**config.mk**
```make
export PLATFORM = sky130hd
export DESIGN_NAME = dm_port_arbiter
export DESIGN_NICKNAME = d
export VERILOG_FILES = /design/src/rtl/dm_port_arbiter.sv
export SDC_FILE = /design/constraint.sdc
export NUM_CORES = 1
export LEC_CHECK = 0
export CAP_MARGIN = 20
export CORE_MARGIN = 5
export CORE_UTILIZATION = 45
export CTS_BUF_LIST = sky130_fd_sc_hd__clkbuf_16
export DETAILED_ROUTE_END_ITERATION = 7
export PLACE_DENSITY = 0.88
export SYNTH_ARGS = -nofsm -noshare
export SYNTH_HDL_FRONTEND = slang
export SYNTH_SLANG_ARGS = --single-unit
```
**constraint.sdc**
```tcl
create_clock -name clk -period 4.15 [get_ports clk]
set_input_delay 1.245 -clock clk [delete_from_list [all_inputs] [get_ports clk]]
set_output_delay 1.245 -clock clk [all_outputs]
set_load 0.01 [all_outputs]
```
**src/rtl/dm_port_arbiter.sv**
```systemverilog
// dm_port_arbiter: two-port (CPU "C", debug/DMA "D") arbiter and access
// sequencer for a shared single-port data memory. It generates the word
// address, byte enables and lane-replicated store data from the offset and
// size of each access, and returns the load data right-aligned and
// zero-extended. Misaligned or illegal accesses finish in one cycle with err
// set and do not touch memory.
//
// Optional feature: define DM_ARB_RR_EN for round-robin arbitration.
// Without it, C always beats D and the pointer register is not built.
module dm_port_arbiter #(
    parameter int unsigned MEM_LAT = 1  // memory cycles per access, 1..15
) (
    input  logic        clk,
    input  logic        reset,      // asynchronous, active-low
    // port C (CPU MEM stage)
    input  logic        c_req,
    input  logic        c_we,
    input  logic [31:0] c_addr,
    input  logic [2:0]  c_size,
    input  logic [31:0] c_wdata,
    output logic [31:0] c_rdata,
    output logic        c_done,
    output logic        c_err,
    output logic        c_stall,
    // port D (debug / DMA)
    input  logic        d_req,
    input  logic        d_we,
    input  logic [31:0] d_addr,
    input  logic [2:0]  d_size,
    input  logic [31:0] d_wdata,
    output logic [31:0] d_rdata,
    output logic        d_done,
    output logic        d_err,
    // memory side
    output logic        m_en,
    output logic        m_we,
    output logic [31:0] m_addr,
    output logic [3:0]  m_be,
    output logic [31:0] m_wdata,
    input  logic [31:0] m_rdata
);

    typedef enum logic [1:0] {
        ST_IDLE   = 2'd0,
        ST_ACCESS = 2'd1,
        ST_DONE   = 2'd2
    } state_e;

    // Access sizes as encoded on the size inputs.
    localparam logic [2:0] SZ_WORD = 3'd0;
    localparam logic [2:0] SZ_BYTE = 3'd1;
    localparam logic [2:0] SZ_HALF = 3'd2;

    // The counter starts at MEM_LAT-1 and the access ends when it reaches 0.
    localparam logic [3:0] CNT_INIT = 4'(MEM_LAT - 1);

    // Grant encoding: 0 = port C, 1 = port D.
    localparam logic GNT_C = 1'b0;
    localparam logic GNT_D = 1'b1;

    state_e      state_q, state_d;
    logic        gnt_q,   gnt_d;
    logic        we_q,    we_d;
    logic [31:0] addr_q,  addr_d;
    logic [2:0]  size_q,  size_d;
    logic [3:0]  be_q,    be_d;
    logic [31:0] wd_q,    wd_d;
    logic [3:0]  cnt_q,   cnt_d;
    logic [31:0] rdata_q, rdata_d;
    logic        err_q,   err_d;

    logic        any_req;
    logic        win;        // requester chosen this cycle if in IDLE
    logic        sel_we;
    logic [31:0] sel_addr;
    logic [2:0]  sel_size;
    logic [31:0] sel_wdata;
    logic        sel_illegal;
    logic        done;

    // ------------------------------------------------------------------
    // Access decode helpers
    // ------------------------------------------------------------------
    function automatic logic acc_illegal(input logic [2:0] size, input logic [1:0] off);
        case (size)
            SZ_WORD: acc_illegal = (off != 2'b00);
            SZ_BYTE: acc_illegal = 1'b0;
            SZ_HALF: acc_illegal = off[0];
            default: acc_illegal = 1'b1;
        endcase
    endfunction

    function automatic logic [3:0] byte_en(input logic [2:0] size, input logic [1:0] off);
        case (size)
            SZ_WORD: byte_en = 4'b1111;
            SZ_BYTE: byte_en = 4'b0001 << off;
            SZ_HALF: byte_en = off[1] ? 4'b1100 : 4'b0011;
            default: byte_en = 4'b0000;
        endcase
    endfunction

    function automatic logic [31:0] lane_wdata(input logic [2:0] size, input logic [31:0] wdata);
        case (size)
            SZ_WORD: lane_wdata = wdata;
            SZ_BYTE: lane_wdata = {4{wdata[7:0]}};
            SZ_HALF: lane_wdata = {2{wdata[15:0]}};
            default: lane_wdata = '0;
        endcase
    endfunction

    function automatic logic [31:0] load_data(input logic [2:0]  size,
                                              input logic [1:0]  off,
                                              input logic [31:0] word);
        logic [31:0] shifted;
        shifted = word >> {off, 3'b000};
        case (size)
            SZ_BYTE: load_data = {24'b0, shifted[7:0]};
            SZ_HALF: load_data = {16'b0, shifted[15:0]};
            default: load_data = shifted;
        endcase
    endfunction

    assign any_req = c_req | d_req;

`ifdef DM_ARB_RR_EN
    logic last_q, last_d;  // last granted port; reset to D so C wins first

    // Round-robin: on contention the port not granted last time wins.
    assign win = (c_req & d_req) ? ~last_q : d_req;

    // Pointer follows every grant made in IDLE.
    always_comb begin
        last_d = last_q;
        if (state_q == ST_IDLE && any_req) begin
            last_d = win;
        end
    end

    // Round-robin pointer register.
    always_ff @(posedge clk or negedge reset) begin
        if (!reset) begin
            last_q <= GNT_D;
        end else begin
            last_q <= last_d;
        end
    end
`else
    // Fixed priority: D is granted only when C is not requesting.
    assign win = c_req ? GNT_C : GNT_D;
`endif

    // Select the winning requester's access attributes.
    always_comb begin
        sel_we      = (win == GNT_D) ? d_we    : c_we;
        sel_addr    = (win == GNT_D) ? d_addr  : c_addr;
        sel_size    = (win == GNT_D) ? d_size  : c_size;
        sel_wdata   = (win == GNT_D) ? d_wdata : c_wdata;
        sel_illegal = acc_illegal(sel_size, sel_addr[1:0]);
    end

    // State and latched-access registers.
    always_ff @(posedge clk or negedge reset) begin
        if (!reset) begin
            state_q <= ST_IDLE;
            gnt_q   <= GNT_C;
            we_q    <= 1'b0;
            addr_q  <= '0;
            size_q  <= '0;
            be_q    <= '0;
            wd_q    <= '0;
            cnt_q   <= '0;
            rdata_q <= '0;
            err_q   <= 1'b0;
        end else begin
            // NOTE: every register here updates with <= so all of them see the
            // values from before this edge, independent of statement order.
            state_q <= state_d;
            gnt_q   <= gnt_d;
            we_q    <= we_d;
            addr_q  <= addr_d;
            size_q  <= size_d;
            be_q    <= be_d;
            wd_q    <= wd_d;
            cnt_q   <= cnt_d;
            rdata_q <= rdata_d;
            err_q   <= err_d;
        end
    end

    // Next state: latch the winner in IDLE, count down in ACCESS, then DONE.
    always_comb begin
        // NOTE: defaulting every _d to its _q first keeps this block free of
        // inferred latches on paths that do not assign a value.
        state_d = state_q;
        gnt_d   = gnt_q;
        we_d    = we_q;
        addr_d  = addr_q;
        size_d  = size_q;
        be_d    = be_q;
        wd_d    = wd_q;
        cnt_d   = cnt_q;
        rdata_d = rdata_q;
        err_d   = err_q;
        case (state_q)
            ST_IDLE: begin
                if (any_req) begin
                    gnt_d   = win;
                    we_d    = sel_we;
                    addr_d  = sel_addr;
                    size_d  = sel_size;
                    be_d    = byte_en(sel_size, sel_addr[1:0]);
                    wd_d    = lane_wdata(sel_size, sel_wdata);
                    err_d   = sel_illegal;
                    rdata_d = '0;
                    cnt_d   = CNT_INIT;
                    state_d = sel_illegal ? ST_DONE : ST_ACCESS;
                end
            end
            ST_ACCESS: begin
                if (cnt_q == 4'd0) begin
                    // Stores return zero read data.
                    rdata_d = we_q ? 32'd0 : load_data(size_q, addr_q[1:0], m_rdata);
                    state_d = ST_DONE;
                end else begin
                    cnt_d = cnt_q - 4'd1;
                end
            end
            ST_DONE: begin
                state_d = ST_IDLE;
            end
            default: begin
                state_d = ST_IDLE;
            end
        endcase
    end

    // Outputs: memory strobes only in ACCESS, done/err only on the granted port.
    always_comb begin
        m_en    = (state_q == ST_ACCESS);
        m_we    = m_en & we_q;
        m_addr  = m_en ? {addr_q[31:2], 2'b00} : 32'd0;
        m_be    = m_en ? be_q : 4'b0000;
        m_wdata = m_en ? wd_q : 32'd0;
        done    = (state_q == ST_DONE);
        c_done  = done & (gnt_q == GNT_C);
        d_done  = done & (gnt_q == GNT_D);
        c_err   = c_done & err_q;
        d_err   = d_done & err_q;
        c_rdata = rdata_q;
        d_rdata = rdata_q;
        c_stall = c_req & ~c_done;
    end

endmodule

```
==> summary.md, run 1 <==
Counting flops with an async set or reset pin after synthesis yields a share of 100%. The flow ran to the end, and the final reports show no timing, DRC or antenna violations. The most critical setup path has its startpoint at state_q[0]. For this run the aggregate overflow at the end of global routing stands at 0. The number of nets at the end of the flow is 1,109.

The synthesized netlist occupies a cell area of 6570 µm². Once the clock tree was built, the setup fixing pass inserted 0 buffers. The number of cells on the worst reg-to-reg path is 6. Entering global routing, the biggest net connects 69 pins. Port buffering added 308 buffers. For the via count of the first global-routing pass, the log shows 6,128. Counting buffers and inverters, the worst setup path is 4 cells deep. The routability congestion estimate was 0.875; the number of detailed-route iterations in the first pass was 5. The part of the cycle the worst path needs is 83.2%. Maximum fanout along the worst path: 68.

The analysis attributes to cell leakage a power of 4.14 nW. Detailed-route vias per instance: 5.41. The tools report the remaining design rule violation count as 0. The tools report the boundary pin count as 311. VDD sags by at most 0.000263 V. In this run the number of H-tree levels came out at 3.

The clock sink count is 112, and the per-instance average area after synthesis is 9.60 µm². Clock tree synthesis inserted a total of 9 buffers. The maximum frequency from static timing analysis was 290 MHz; the routed wirelength normalized by instance count was 18.8 µm.

0 antenna diodes ended up in the layout. The tree is rooted in a clkbuf_16. For this block, the initial DRC count from the detailed router was 387. The pin slew with the least headroom to its limit works out to 892 ps.

Layer with the highest usage after global routing: met2. The clock reaches the later pin of the worst-skew pair after 350 ps. The die covers 17,100 µm². Class of the most critical hold timing path: reg -> reg. The initial antenna violation count was 0; the total power of the final layout was 3.94 mW. Counting both buffers and inverters, the worst setup path holds a total of 2.

In this run the core area contains 44 standard-cell rows. The count of fill cells added during filler insertion is 1,119, and the met2 capacity usage during global routing is 41.7%. The number of hold-slack violations in the final timing report was 0. The largest individual stage delay along the critical path comes from the cell clkdlybuf4s50_1.

The count of different cell masters after synthesis is 43. The total vias in the final route came out at 6,082. The number of max-slew violations in the final report came out at 0. The tools report the startpoint of the worst register-to-register path as cnt_q[0]. The biggest area consumer among synthesized cells is dfrtp_1. Cts-stage hold buffer count: 0. Once detailed placement completed, the half-perimeter wirelength came to 16,200 µm.

Area share of the largest cell type after synthesis: 42.7%. Among all flip-flop cells after synthesis, the most frequent one is dfrtp_1. For met1 alone, demand over resource in global routing was 30.1%.

The run gives 14,400 µm² as the placeable core region. The flop and latch count out of synthesis was 112; the overall global routing resource usage was 24.6%. The Yosys step of the flow raised 0 warnings. The tools report the placed cell area as 9580 µm². The critical path ends at m_wdata[27]. The CTS clock-pin slew for the worst setup and hold paths came out at 70 ps. The tools report the final wirelength as 21,100 µm. The signal on the critical path passes through nor2b_4, buf_12, and2_1, clkdlybuf4s50_1.

At the worst endpoint, the arrival time is 2210 ps. The worst max-slew margin expressed relative to the limit is 40.5%. The worst setup path is of the reg -> out kind.

The final-report setup violation count came out at 0. Synthesis produced 684 cells. Maximum number of buffers from clock root to sink: 2. At the worst endpoint, the required time is 2900 ps. The worst hold slack is 472 ps. From left edge to right edge, the die measures 131 µm. The summed negative setup slack over all endpoints was 0 ps. Sorting the synthesized cells by area gives the leading types as dfrtp_1, mux2i_1, and2_1, nand2_1, o21ai_0. The count of max-cap constraint violations came out at 0. Global routing used 8.37% of the available met3 tracks.

Between clock sinks in the finished design, the worst skew comes to 8.57 ps. The floorplan die height works out to 131 µm. The nature of the critical path endpoint was an output pin. The post-route netlist has 7.45% of its cells at a drive strength greater than 1. After clock tree synthesis, the repair step resized 0 gates. Sequential fraction of the synthesis area: 42.7%.

For flop-to-flop paths, the worst setup slack is 1890 ps. Yosys mapped a number of flops with a built-in enable equal to 0. The run gives 32,700 µm as the first-pass GRT wire length. The largest single stage delay on the critical path is 570 ps.

Summing all multi-input logic gate instances after layout gives 3290 µm². The worst path needs 3450 ps of the cycle, external delays included. For the post-layout instance area, the log shows 9900 µm². TritonCTS built the clock tree. The cell type group with the largest total delay on the critical path is buffers and inverters.

Critical path launch point type: a register. In this run the remaining antenna-violating nets after routing total 0. The area growth from synthesis to layout is 50.7%.

The endpoint identified for the worst register-to-register timing path is c_rdata[25]. In this run the power density over the cells is 398 nW/µm². Summing all flip-flop and latch instances after layout gives 2800 µm².

Setup repair after global routing left no endpoint under its margin. For this configuration, the core starts out at a cell density of 45.5%.
[worst min-delay path by stage]
stage                from         end  cells past startpoint
5_1_grt          wd_q[16]    wd_q[16]                      2
6_report       addr_q[18]  addr_q[18]                      2
2_1_floorplan     be_q[2]     be_q[2]                      2
3_5_place_dp    addr_q[3]   addr_q[3]                      2
4_1_cts         addr_q[3]   addr_q[3]                      2
3_3_place_gp   addr_q[13]  addr_q[13]                      2
[per-stage QoR]
step	worst slack, ps	std cells	utilization [%]
global route	585	1124	68.6
global placement	789	1108	66.4
detailed placement	797	1108	66.4
floorplan	531	685	-
finish	699	1124	68.6
CTS	682	1124	68.6
[report_power, final]
group	internal, mW	total (mW)	switching, mW
combinational	0.692	1.43	0.733
sequential	1.37	1.58	0.208
clock	0.530	0.935	0.406
[placed cells by master, fill, tap and decap left out, drive strengths merged, types with 7 or more instances in the layout]
master and n:
mux2 29, a2bb2oi 7, clkbuf 9, a22o 21
o21ai 66, o221ai 8, buf 18, o2bb2ai 17
dfrtp 112, nor3 20, nand2 97, a22oi 21
clkdlybuf4s50 306, and2 70, o211ai 8, a21oi 11
nor2 9, mux2i 67
[Yosys cell counts (2+ instances only)]
cell type,count
buf_1,4
nor4_1,2
nand2_1,97
xor2_1,3
a221oi_1,2
a22o_1,21
o21ai_0,65
inv_1,4
o211ai_1,8
and2_1,70
or3b_1,2
a21oi_1,11
o31ai_1,2
mux2i_1,67
or3_1,2
buf_2,17
a22oi_1,21
o2bb2ai_1,17
nand3_1,2
nor3b_1,3
a21o_1,2
nor2b_1,3
dfrtp_1,112
a2bb2oi_1,7
clkbuf_1,27
mux2_2,28
o221ai_1,8
nor2_1,8
buf_4,36
nor3_1,19
ha_1,2
[state kept, by name (all words and copies together), names as in the netlist, 2 cells and up]
name and flops:
state_q 2, addr_q 32, wd_q 32, cnt_q 4, c_rdata 32, be_q 4, size_q 3
[area by class of cell]
class / instances / share of cell area [%]
Tap cell: 184 / 2.33
Multi-Input combinational cell: 484 / 33.3
Inverter: 4 / 0.152
Sequential cell: 112 / 28.3
Clock buffer: 9 / 2.28
Clock inverter: 7 / 0.948
Timing Repair Buffer: 324 / 32.7
[logic make-up after synthesis]
kind of cell | after synthesis | synth area share (%)
other cells | 1 | 0.0571
buf+inv | 89 | 7.58
fa+ha+maj | 2 | 0.381
compound gates | 168 | 17.3
flops | 112 | 42.7
simple gates | 213 | 16.3
xor+xnor | 3 | 0.400
mux | 96 | 15.2
[worst min-delay path, cell delays in order, from the launching register on]
cell     delay (ps)
dfrtp_1         340
nand2_1          40
o21ai_0          60
[per-layer routing]
metal,up-vias,part of all wire (%)
met1,2877,38
met5,-,0
li1,2897,-
met3,21,9.8
met2,287,50
met4,0,1.6
Note: power is estimated with default switching activity, not from simulation.
==> inputs of run 2 (changes only) <==
--- a/config.mk
+++ b/config.mk
@@ -7,10 +7,10 @@
 export LEC_CHECK = 0
 export CAP_MARGIN = 20
 export CORE_MARGIN = 5
-export CORE_UTILIZATION = 45
+export CORE_UTILIZATION = 42
 export CTS_BUF_LIST = sky130_fd_sc_hd__clkbuf_16
 export DETAILED_ROUTE_END_ITERATION = 7
-export PLACE_DENSITY = 0.88
+export PLACE_DENSITY = 0.83
 export SYNTH_ARGS = -nofsm -noshare
 export SYNTH_HDL_FRONTEND = slang
 export SYNTH_SLANG_ARGS = --single-unit
==> constraint.sdc (replaced) <==
create_clock -name clk -period 3.45 [get_ports clk]
set_input_delay 1.035 -clock clk [delete_from_list [all_inputs] [get_ports clk]]
set_output_delay 1.035 -clock clk [all_outputs]
set_load 0.01 [all_outputs]
==> run 2 against run 1 <==
  * Flip-flop and latch count stayed put
  * Sequential share of layout area is 0.23 points lower
  * Global-route usage is 1.6 points lower
  * Clock skew is 0.84 ps higher
  * Critical path depth is 1 lower
  * Via count is 0.23% lower
  * Cell count is 2.9% higher
  * Non-clock buffer count is 6 higher
  * Count of clock-buffer cells in the layout stayed put
  * Combinational power is 20% higher
  * Wire length is 1.2% higher
  * Die area is 6.6% higher
  * Critical path type unchanged
==> summary.md, run 2 (synthesis gave the netlist of run 1 again) <==
The run gives 2110 ps as the critical path arrival. For the boundary pin count, the log shows 311. The tree is rooted in a clkbuf_16.

The routability congestion estimate came out at 0.866. The worst max-slew margin expressed relative to the limit is 49.8%. For the number of antenna cells inserted, the log shows 0. Destination of the worst register-to-register timing path: c_rdata[29]. The routed wirelength normalized by instance count was 18.5 µm.

Once detail routing completed, the nets flagged for antenna violations numbered 0. The number of nets at the end of the flow is 1,115, and the clock sink count is 112. The critical path required time is 2410 ps, and the part of the cycle the worst path needs is 91.0%.

After floorplanning, the core was sized to cover 15,300 µm². The tools report the buffers inserted during post-CTS setup optimization as 0. Cells fill 65.4% of the core in the end. Internal power summed over all cells: 3.12 mW. For this design the ratio of total power to cell area is 477 nW/µm².

Maximum fanout along the worst path: 9. Number of levels the H-tree was split into: 3. First-pass GRT wire length: 33,100 µm. The class of the most critical hold timing path was reg -> reg. The fraction of final layout cells with drive strength greater than 1 works out to 8.03%. The CTS clock-pin slew for the worst setup and hold paths was 70 ps.

For the post-DP HPWL, the log shows 16,300 µm. The total clock buffers created by CTS was 9. For the total vias in the final route, the log shows 6,068. In this design, the stage delay of the slowest critical-path cell is 540 ps. The logs give 9660 µm² for the placed cell area and 4.16 nW for the leakage power. The tools report the critical path launch point type as a register.

The nature of the critical path endpoint was an output pin. The tools report the maximum frequency from static timing analysis as 318 MHz. The maximum number of pins on one net before global-route repair came out at 84. In this run the most critical hold path is launched from addr_q[13]. The routed design could run at a clock period as short as 3140 ps. The post-layout instance area came out at 9980 µm². Traced cell by cell, the critical path runs through nor3b_1, and2_1, clkdlybuf4s50_1. Counting instances, the worst hold path has a depth of 2.

The startpoint of the worst register-to-register path was cnt_q[0]. Once the clock tree was built, the resizer swapped 0 gates to a different size. The die covers 18,200 µm². The post-layout instance count excluding filler cells was 1,157; the residual overflow from global routing was 0.

The top cell types in the final layout, fill and taps aside, are clkdlybuf4s50_1, dfrtp_1, nand2_1, and2_1, mux2i_1. Across every metal layer, demand over resource in global routing totals 23.0%. In this run the power spent charging and discharging nets is 1.63 mW.

For the pin with the worst max-slew slack, the measured transition is 753 ps. Net switching is 34.3% of the power. For the worst flop-to-flop path, the logic depth is 6. For the combinational share of power, the log shows 36.0%. Worst setup path startpoint: state_q[1]. Most common cell after layout, fill and taps aside: clkdlybuf4s50_1.

The flow ran to the end, and the final reports show no timing, DRC or antenna violations. Setup repair after global routing left no endpoint under its margin. The first detailed-routing pass ran for 5 iterations. After the first detailed-routing iteration, the DRC count stood at 328. VDD sags by at most 0.000328 V.

In this run, flip-flops and latches consume 39.8% of the power. In this run the vertical extent of the chip is 135 µm. The floorplan step set the die width to 135 µm. The via count of the first global-routing pass was 6,182. In the routed layout, each cell is associated on average with a via count of 5.24. The logs give 1180 ps for the register-to-register path setup slack and 21,400 µm for the final wirelength. The area added between synthesis and finish is 51.9%. The maximum clock skew at final layout was 9.41 ps; the final-report setup violation count was 0. The number of hold-slack violations in the final timing report is 0. During placement, the flow inserted port buffers numbering 308. The number of cell rows is 45, and the maximum number of buffers from clock root to sink is 2.

TritonCTS built the clock tree. The initial antenna violation count is 0. The slowest stage of the critical path belongs to the cell clkdlybuf4s50_1.

In this run, post-CTS hold repair placed 0 buffers. The share of power burned in the clock network is 24.2%, and the clock latency of the later-clocked register in the worst-skew pair is 360 ps. For hold timing, the worst endpoint is addr_q[13]. In the final timing run, aggregate negative setup slack is 0 ps. The number of max-slew violations in the final report is 0.

The critical path is of the reg -> out type. The cell count after placement was 1,141; the count of max-cap constraint violations was 0. Once the floorplan was initialized, standard cells occupied 43.0% of the core.

In the routed design, unresolved DRC markers number 0.
run 2: area by class of cell:
class,count,area (µm²)
clock buffers,9,225
clock inverters,7,95.1
fillers,1244,5280
inverters,4,15.0
multi-input cells,484,3290
flip-flops and latches,112,2800
well taps,211,264
repair buffers,330,3280
run 2: metrics by stage:
step | power (mW) | worst slack, ps | hold slack (ps)
3_5_place_dp | 3.63 | 532 | 462
2_1_floorplan | 2.87 | 251 | 440
4_1_cts | 4.78 | 301 | 479
6_report | 4.76 | 309 | 472
5_1_grt | 5.05 | 163 | 500
3_3_place_gp | 3.58 | 535 | 452
run 2: worst max path at each step:
stage	depth (start not counted)	slack, ps	to
after global routing	3	160	c_err
after detailed placement	3	530	c_stall
after floorplan	5	250	c_stall
final	3	310	c_err
after CTS	3	300	c_err
after global placement	3	540	c_stall
run 2: power groups by stage:
stage,clock network (mW),logic (mW),registers (mW)
global placement,0,1.67,1.91
floorplan,0,1.05,1.82
global route,1.22,1.88,1.95
CTS,1.17,1.72,1.90
finish,1.15,1.71,1.89
detailed placement,0,1.71,1.92
run 2: worst max-delay path: cells and delay by family (launching register included):
kind	cells	cell delay (ps)
flops	1	530
buf+inv	1	540
simple gates	2	680
run 2: routing by layer:
layer	up-vias	global-route usage (%)	part of all wire [%]
met4	0	7.78	2.6
met3	37	8.05	9.9
met1	2852	28.0	40
met2	267	38.1	47
li1	2912	-	-
met5	-	0	0
